<file path="config.mk">
export PLATFORM = sky130hd
export DESIGN_NAME = seq_detect_param_flat
export DESIGN_NICKNAME = d
export VERILOG_FILES = /design/src/rtl/seq_detect_if.sv /design/src/rtl/seq_detect_param.sv /design/src/flat_wrapper.sv
export SDC_FILE = /design/constraint.sdc
export NUM_CORES = 1
export LEC_CHECK = 0
export BUFFER_PORTS_ARGS = -buffer_cell sky130_fd_sc_hd__buf_2
export CORE_MARGIN = 4
export CORE_UTILIZATION = 55
export CTS_BUF_LIST = sky130_fd_sc_hd__clkbuf_4 sky130_fd_sc_hd__clkbuf_8 sky130_fd_sc_hd__clkbuf_16
export DETAILED_ROUTE_END_ITERATION = 12
export GPL_ROUTABILITY_DRIVEN = 0
export GPL_TIMING_DRIVEN = 0
export PLACE_DENSITY = 0.78
export SYNTH_ARGS = -nofsm -noshare
export SYNTH_HDL_FRONTEND = slang
export SYNTH_SLANG_ARGS = --single-unit
export TNS_END_PERCENT = 10
</file>
<file path="constraint.sdc">
create_clock -name clk -period 3.23 [get_ports clk]
set_clock_uncertainty 0.2 [all_clocks]
set_input_delay 0.646 -clock clk [delete_from_list [all_inputs] [get_ports clk]]
set_output_delay 0.646 -clock clk [all_outputs]
set_load 0.005 [all_outputs]
</file>
<file path="src/rtl/seq_detect_if.sv">
// seq_detect_if: serial input, pattern load and match/status bundle for seq_detect_param
interface seq_detect_if #(
    parameter int PAT_W = 3,
    parameter int CNT_W = 8
);
    logic                         in;
    logic                         en;
    logic                         overlap;
    logic                         pat_ld;
    logic [PAT_W-1:0]             pat_in;
    logic                         tick;
    logic                         match;
    logic [$clog2(PAT_W+1)-1:0]   fill;
    logic [CNT_W-1:0]             match_cnt;
    modport master (output in, en, overlap, pat_ld, pat_in, input tick, match, fill, match_cnt);
    modport slave  (input in, en, overlap, pat_ld, pat_in, output tick, match, fill, match_cnt);
endinterface

</file>
<file path="src/rtl/seq_detect_param.sv">
// seq_detect_param: tick-sampled serial pattern detector with loadable pattern,
// selectable overlap and saturating match counter
module seq_detect_param #(
    parameter int             PAT_W    = 3,
    parameter logic [PAT_W-1:0] PAT_INIT = 3'b001,
    parameter int             DIV      = 50_000_000,
    parameter int             CNT_W    = 8
) (
    input logic        clk,
    input logic        reset,
    seq_detect_if.slave s
);
    localparam int DW = (DIV > 1) ? $clog2(DIV) : 1;
    localparam int FW = $clog2(PAT_W + 1);
    logic [DW-1:0]    r_div;
    logic [PAT_W-1:0] r_hist;
    logic [PAT_W-1:0] r_pat;
    logic [FW-1:0]    r_fill;
    logic [CNT_W-1:0] r_cnt;
    logic             r_match;
    logic             w_tick;
    logic [PAT_W-1:0] w_hist;
    logic [FW-1:0]    w_fill;
    logic             w_match;
    // reset gating keeps tick low while held in reset even when DIV=1
    assign w_tick  = s.en && !reset && (r_div == DW'(DIV - 1));
    assign w_hist  = {r_hist[PAT_W-2:0], s.in};
    assign w_fill  = (r_fill == FW'(PAT_W)) ? r_fill : r_fill + 1'b1;
    assign w_match = (w_fill == FW'(PAT_W)) && (w_hist == r_pat);
    always_ff @(posedge clk) begin
        if (reset) begin
            r_div   <= '0;
            r_hist  <= '0;
            r_pat   <= PAT_INIT;
            r_fill  <= '0;
            r_cnt   <= '0;
            r_match <= 1'b0;
        end else if (s.pat_ld) begin
            r_div   <= '0;
            r_hist  <= '0;
            r_pat   <= s.pat_in;
            r_fill  <= '0;
            r_cnt   <= '0;
            r_match <= 1'b0;
        end else begin
            r_match <= 1'b0;
            if (s.en)
                r_div <= w_tick ? '0 : r_div + 1'b1;
            if (w_tick) begin
                r_hist  <= w_hist;
                r_fill  <= (w_match && !s.overlap) ? '0 : w_fill;
                r_match <= w_match;
                if (w_match && r_cnt != {CNT_W{1'b1}})
                    r_cnt <= r_cnt + 1'b1;
            end
        end
    end
    assign s.tick      = w_tick;
    assign s.match     = r_match;
    assign s.fill      = r_fill;
    assign s.match_cnt = r_cnt;
endmodule

</file>
<file path="src/flat_wrapper.sv">
// flat-port wrapper written by rule: the top's interface ports become plain ports
module seq_detect_param_flat 
#(
    parameter int             PAT_W    = 3,
    parameter logic [PAT_W-1:0] PAT_INIT = 3'b001,
    parameter int             DIV      = 50_000_000,
    parameter int             CNT_W    = 8
)
  (clk, reset, s_in, s_en, s_overlap, s_pat_ld, s_pat_in, s_tick, s_match, s_fill, s_match_cnt);
  seq_detect_if #(.PAT_W(PAT_W), .CNT_W(CNT_W)) s_i ();
  input logic clk;
  input logic reset;
  input wire logic [$bits(s_i.in)-1:0] s_in;
  input wire logic [$bits(s_i.en)-1:0] s_en;
  input wire logic [$bits(s_i.overlap)-1:0] s_overlap;
  input wire logic [$bits(s_i.pat_ld)-1:0] s_pat_ld;
  input wire logic [$bits(s_i.pat_in)-1:0] s_pat_in;
  output wire logic [$bits(s_i.tick)-1:0] s_tick;
  output wire logic [$bits(s_i.match)-1:0] s_match;
  output wire logic [$bits(s_i.fill)-1:0] s_fill;
  output wire logic [$bits(s_i.match_cnt)-1:0] s_match_cnt;
  assign s_i.in = s_in;
  assign s_i.en = s_en;
  assign s_i.overlap = s_overlap;
  assign s_i.pat_ld = s_pat_ld;
  assign s_i.pat_in = s_pat_in;
  assign s_tick = s_i.tick;
  assign s_match = s_i.match;
  assign s_fill = s_i.fill;
  assign s_match_cnt = s_i.match_cnt;
  seq_detect_param #(.PAT_W(PAT_W), .PAT_INIT(PAT_INIT), .DIV(DIV), .CNT_W(CNT_W)) u_core (.clk(clk), .reset(reset), .s(s_i));
endmodule
</file>
==> qor.txt <==
Status - complete, no violations
Area of the core - 3390 µm²
Unrepaired setup endpoints after global routing - no
Worst slew pin tran - 1.169 ns
Root buffer cell - clkbuf_4
P_leak - 0.7465 nW
Share of cells above drive strength 1 - 0.1727
Final HPWL DP - 2.709 mm
Power Density - 378.7 nW/µm²
Postcts setup bufs - 0
Worst vdd ir - 0.0003236 V
CTS tree - done
TritonCTS buffer count - 5
Die ar. - 4564 µm²
Fin crit share - 0.8242
Worst EP arrival - 1.82 ns
Routed vias - 1606
First-pass GRT wire length - 6.313 mm
Required time of the critical path - 2.38 ns
Initial core utilization - 0.5755
TNS Setup - 0 ns
Synth warnings - 0
Overall Power - 818.8 µW
Post-synth top flop - dfxtp_1
Min Tclk post-route - 2.662 ns
H-Tree Depth - 2
Reg2reg setup slack - 0.69 ns
Final hold viol count - 0
Post-Route WL - 3.728 mm
Fraction of registers with async set/reset - 0
Syn_nets - 233
Most frequent cells in the layout - dfxtp_1 (42), nor2_1 (39), buf_2 (23)
Row count - 21
Worst skew pair latency - 0.36 ns
Hold Buf Count CTS - 0
Resized cells post-CTS - 0
Max Freq - 0.3756 GHz
CP Launch Type - register
Vias in the first global route - 1417
Die X - 67.56 µm
Number of DRC markers in iteration 0 - 102
Total grt overflow - 0
Final setup vio count - 0
Antenna violations before repair - 0
Class of the worst hold path - register to register
DRC Markers - 0
MaxCap Viol Count - 0
Largest net degree at the start of global routing - 14
Maximum clock insertion buffer count - 2
Instance count of the mapped netlist - 222
Count of pins over their slew limit - 0
Sequential-to-total area share from yosys stat - 0.4310
# IOs - 21
Mean Syn Cell Area - 8.787 µm²
Synthesis-stage register bit count - 42
GRT Util Overall - 0.1843
# nets final - 259
Commonest non-fill, non-tap cell in the layout - dfxtp_1
DRT Pass-1 Iters - 4
Post-synth EDFFs - 0
Die Y - 67.56 µm
Critical path class - register to output pin
Antenna cell count - 0
FILL cells - 290
Largest fanout on the critical path - 5
Slew headroom - 0.2136
CP endpoint kind - output pin
Layout Area Growth over Synthesis - 10.84%
Number of port buffers - 19
Vias per Instance - 5.444
Sink Count - 42
Reg clk slew, reported paths - 0.13 ns
Final ANT Viol Nets - 0
Synthesized area - 1951 µm²
Cell variety after synth - 37
Avg WL per Cell - 12.64 µm
-- through the flow --
step | worst slack, ns | utilization | cells | cell area (µm²) | hold slack [ns]
4_1_cts | 0.5544 | 0.6379 | 295 | 2162 | 0.2775
2_1_floorplan | 0.6467 | - | 222 | 1951 | 0.2443
3_3_place_gp | 0.4431 | 0.6205 | 287 | 2103 | 0.2566
3_5_place_dp | 0.4409 | 0.6205 | 287 | 2103 | 0.2599
6_report | 0.5677 | 0.6379 | 295 | 2162 | 0.2772
5_1_grt | 0.4597 | 0.6379 | 295 | 2162 | 0.2778
-- path summary, 6_finish.rpt --
kind | cells past startpoint | start | end
setup reg to reg | 9 | u_core.r_div[0] | u_core.r_div[1]
hold / removal | 2 | u_core.r_hist[1] | u_core.r_hist[1]
setup / recovery | 5 | u_core.r_div[0] | s_tick
hold reg to reg | 2 | u_core.r_hist[1] | u_core.r_hist[1]
-- flip-flops by register name, indices dropped and copies added (netlist names) --
signal / cells
u_core.r_div: 26
u_core.s.match_cnt: 8
u_core.r_pat: 3
u_core.r_hist: 2
u_core.s.fill: 2
u_core.s.match: 1
-- power breakdown --
part	switching [mW]	internal (mW)	total, mW
Combinational	0.0160	0.0122	0.0282
Clock	0.173	0.0940	0.267
Sequential	0.00262	0.521	0.524
-- metal layers --
| metal | global-route usage | wire length (µm) | vias up |
|---|---|---|---|
| met3 | 0.04659 | 206 | 8 |
| met4 | 0.08354 | 72 | 0 |
| met2 | 0.2831 | 1640 | 36 |
| met5 | 0 | 0 | - |
| li1 | - | - | 833 |
| met1 | 0.2418 | 1810 | 729 |
-- area by class of cell --
class | instances | area (µm²) | area share
Sequential cell | 42 | 840.8 | 0.3889
Inverter | 4 | 15.01 | 0.006944
Tap cell | 46 | 57.56 | 0.02662
Buffer | 8 | 42.54 | 0.01968
Clock buffer | 6 | 45.04 | 0.02083
Timing Repair Buffer | 19 | 95.09 | 0.04398
Multi-Input combinational cell | 168 | 1052 | 0.4867
Clock inverter | 2 | 13.76 | 0.006366
-- cells in the mapped netlist (2+ instances only) --
library cell,count,area (µm²)
mux2i_1,4,40.04
a21oi_1,7,35.03
nand2_1,14,52.55
or3_1,3,18.77
a41oi_1,2,17.52
and3_1,5,31.28
a211oi_1,3,22.52
nor3_1,4,20.02
xnor2_1,13,113.9
dfxtp_1,42,840.8
nor4_1,7,43.79
xor2_1,16,140.1
buf_2,4,20.02
clkbuf_1,3,11.26
o21ai_0,4,20.02
nand3_1,15,75.07
nand4_1,9,56.30
ha_1,2,25.02
or2_2,3,18.77
inv_1,4,15.01
nor2_1,39,146.4
and4_1,2,17.52
or4_1,3,22.52
-- logic make-up after synthesis --
logic type | synth area share
AND/OR/NAND/NOR | 0.3175
flip-flops | 0.4310
XOR/XNOR | 0.1302
AO/OA/AOI/OAI | 0.05837
buffers and inverters | 0.02950
multiplexers | 0.02053
adder cells (fa/ha/maj) | 0.01283
-- critical path, cell delays in order, from the launching register on --
cell and delay, ns:
dfxtp_1 0.40, ha_1 0.24, nand3_1 0.14, or3_4 0.42, nor2_1 0.12, buf_2 0.13
No activity file was read; power rests on OpenSTA's default activity.
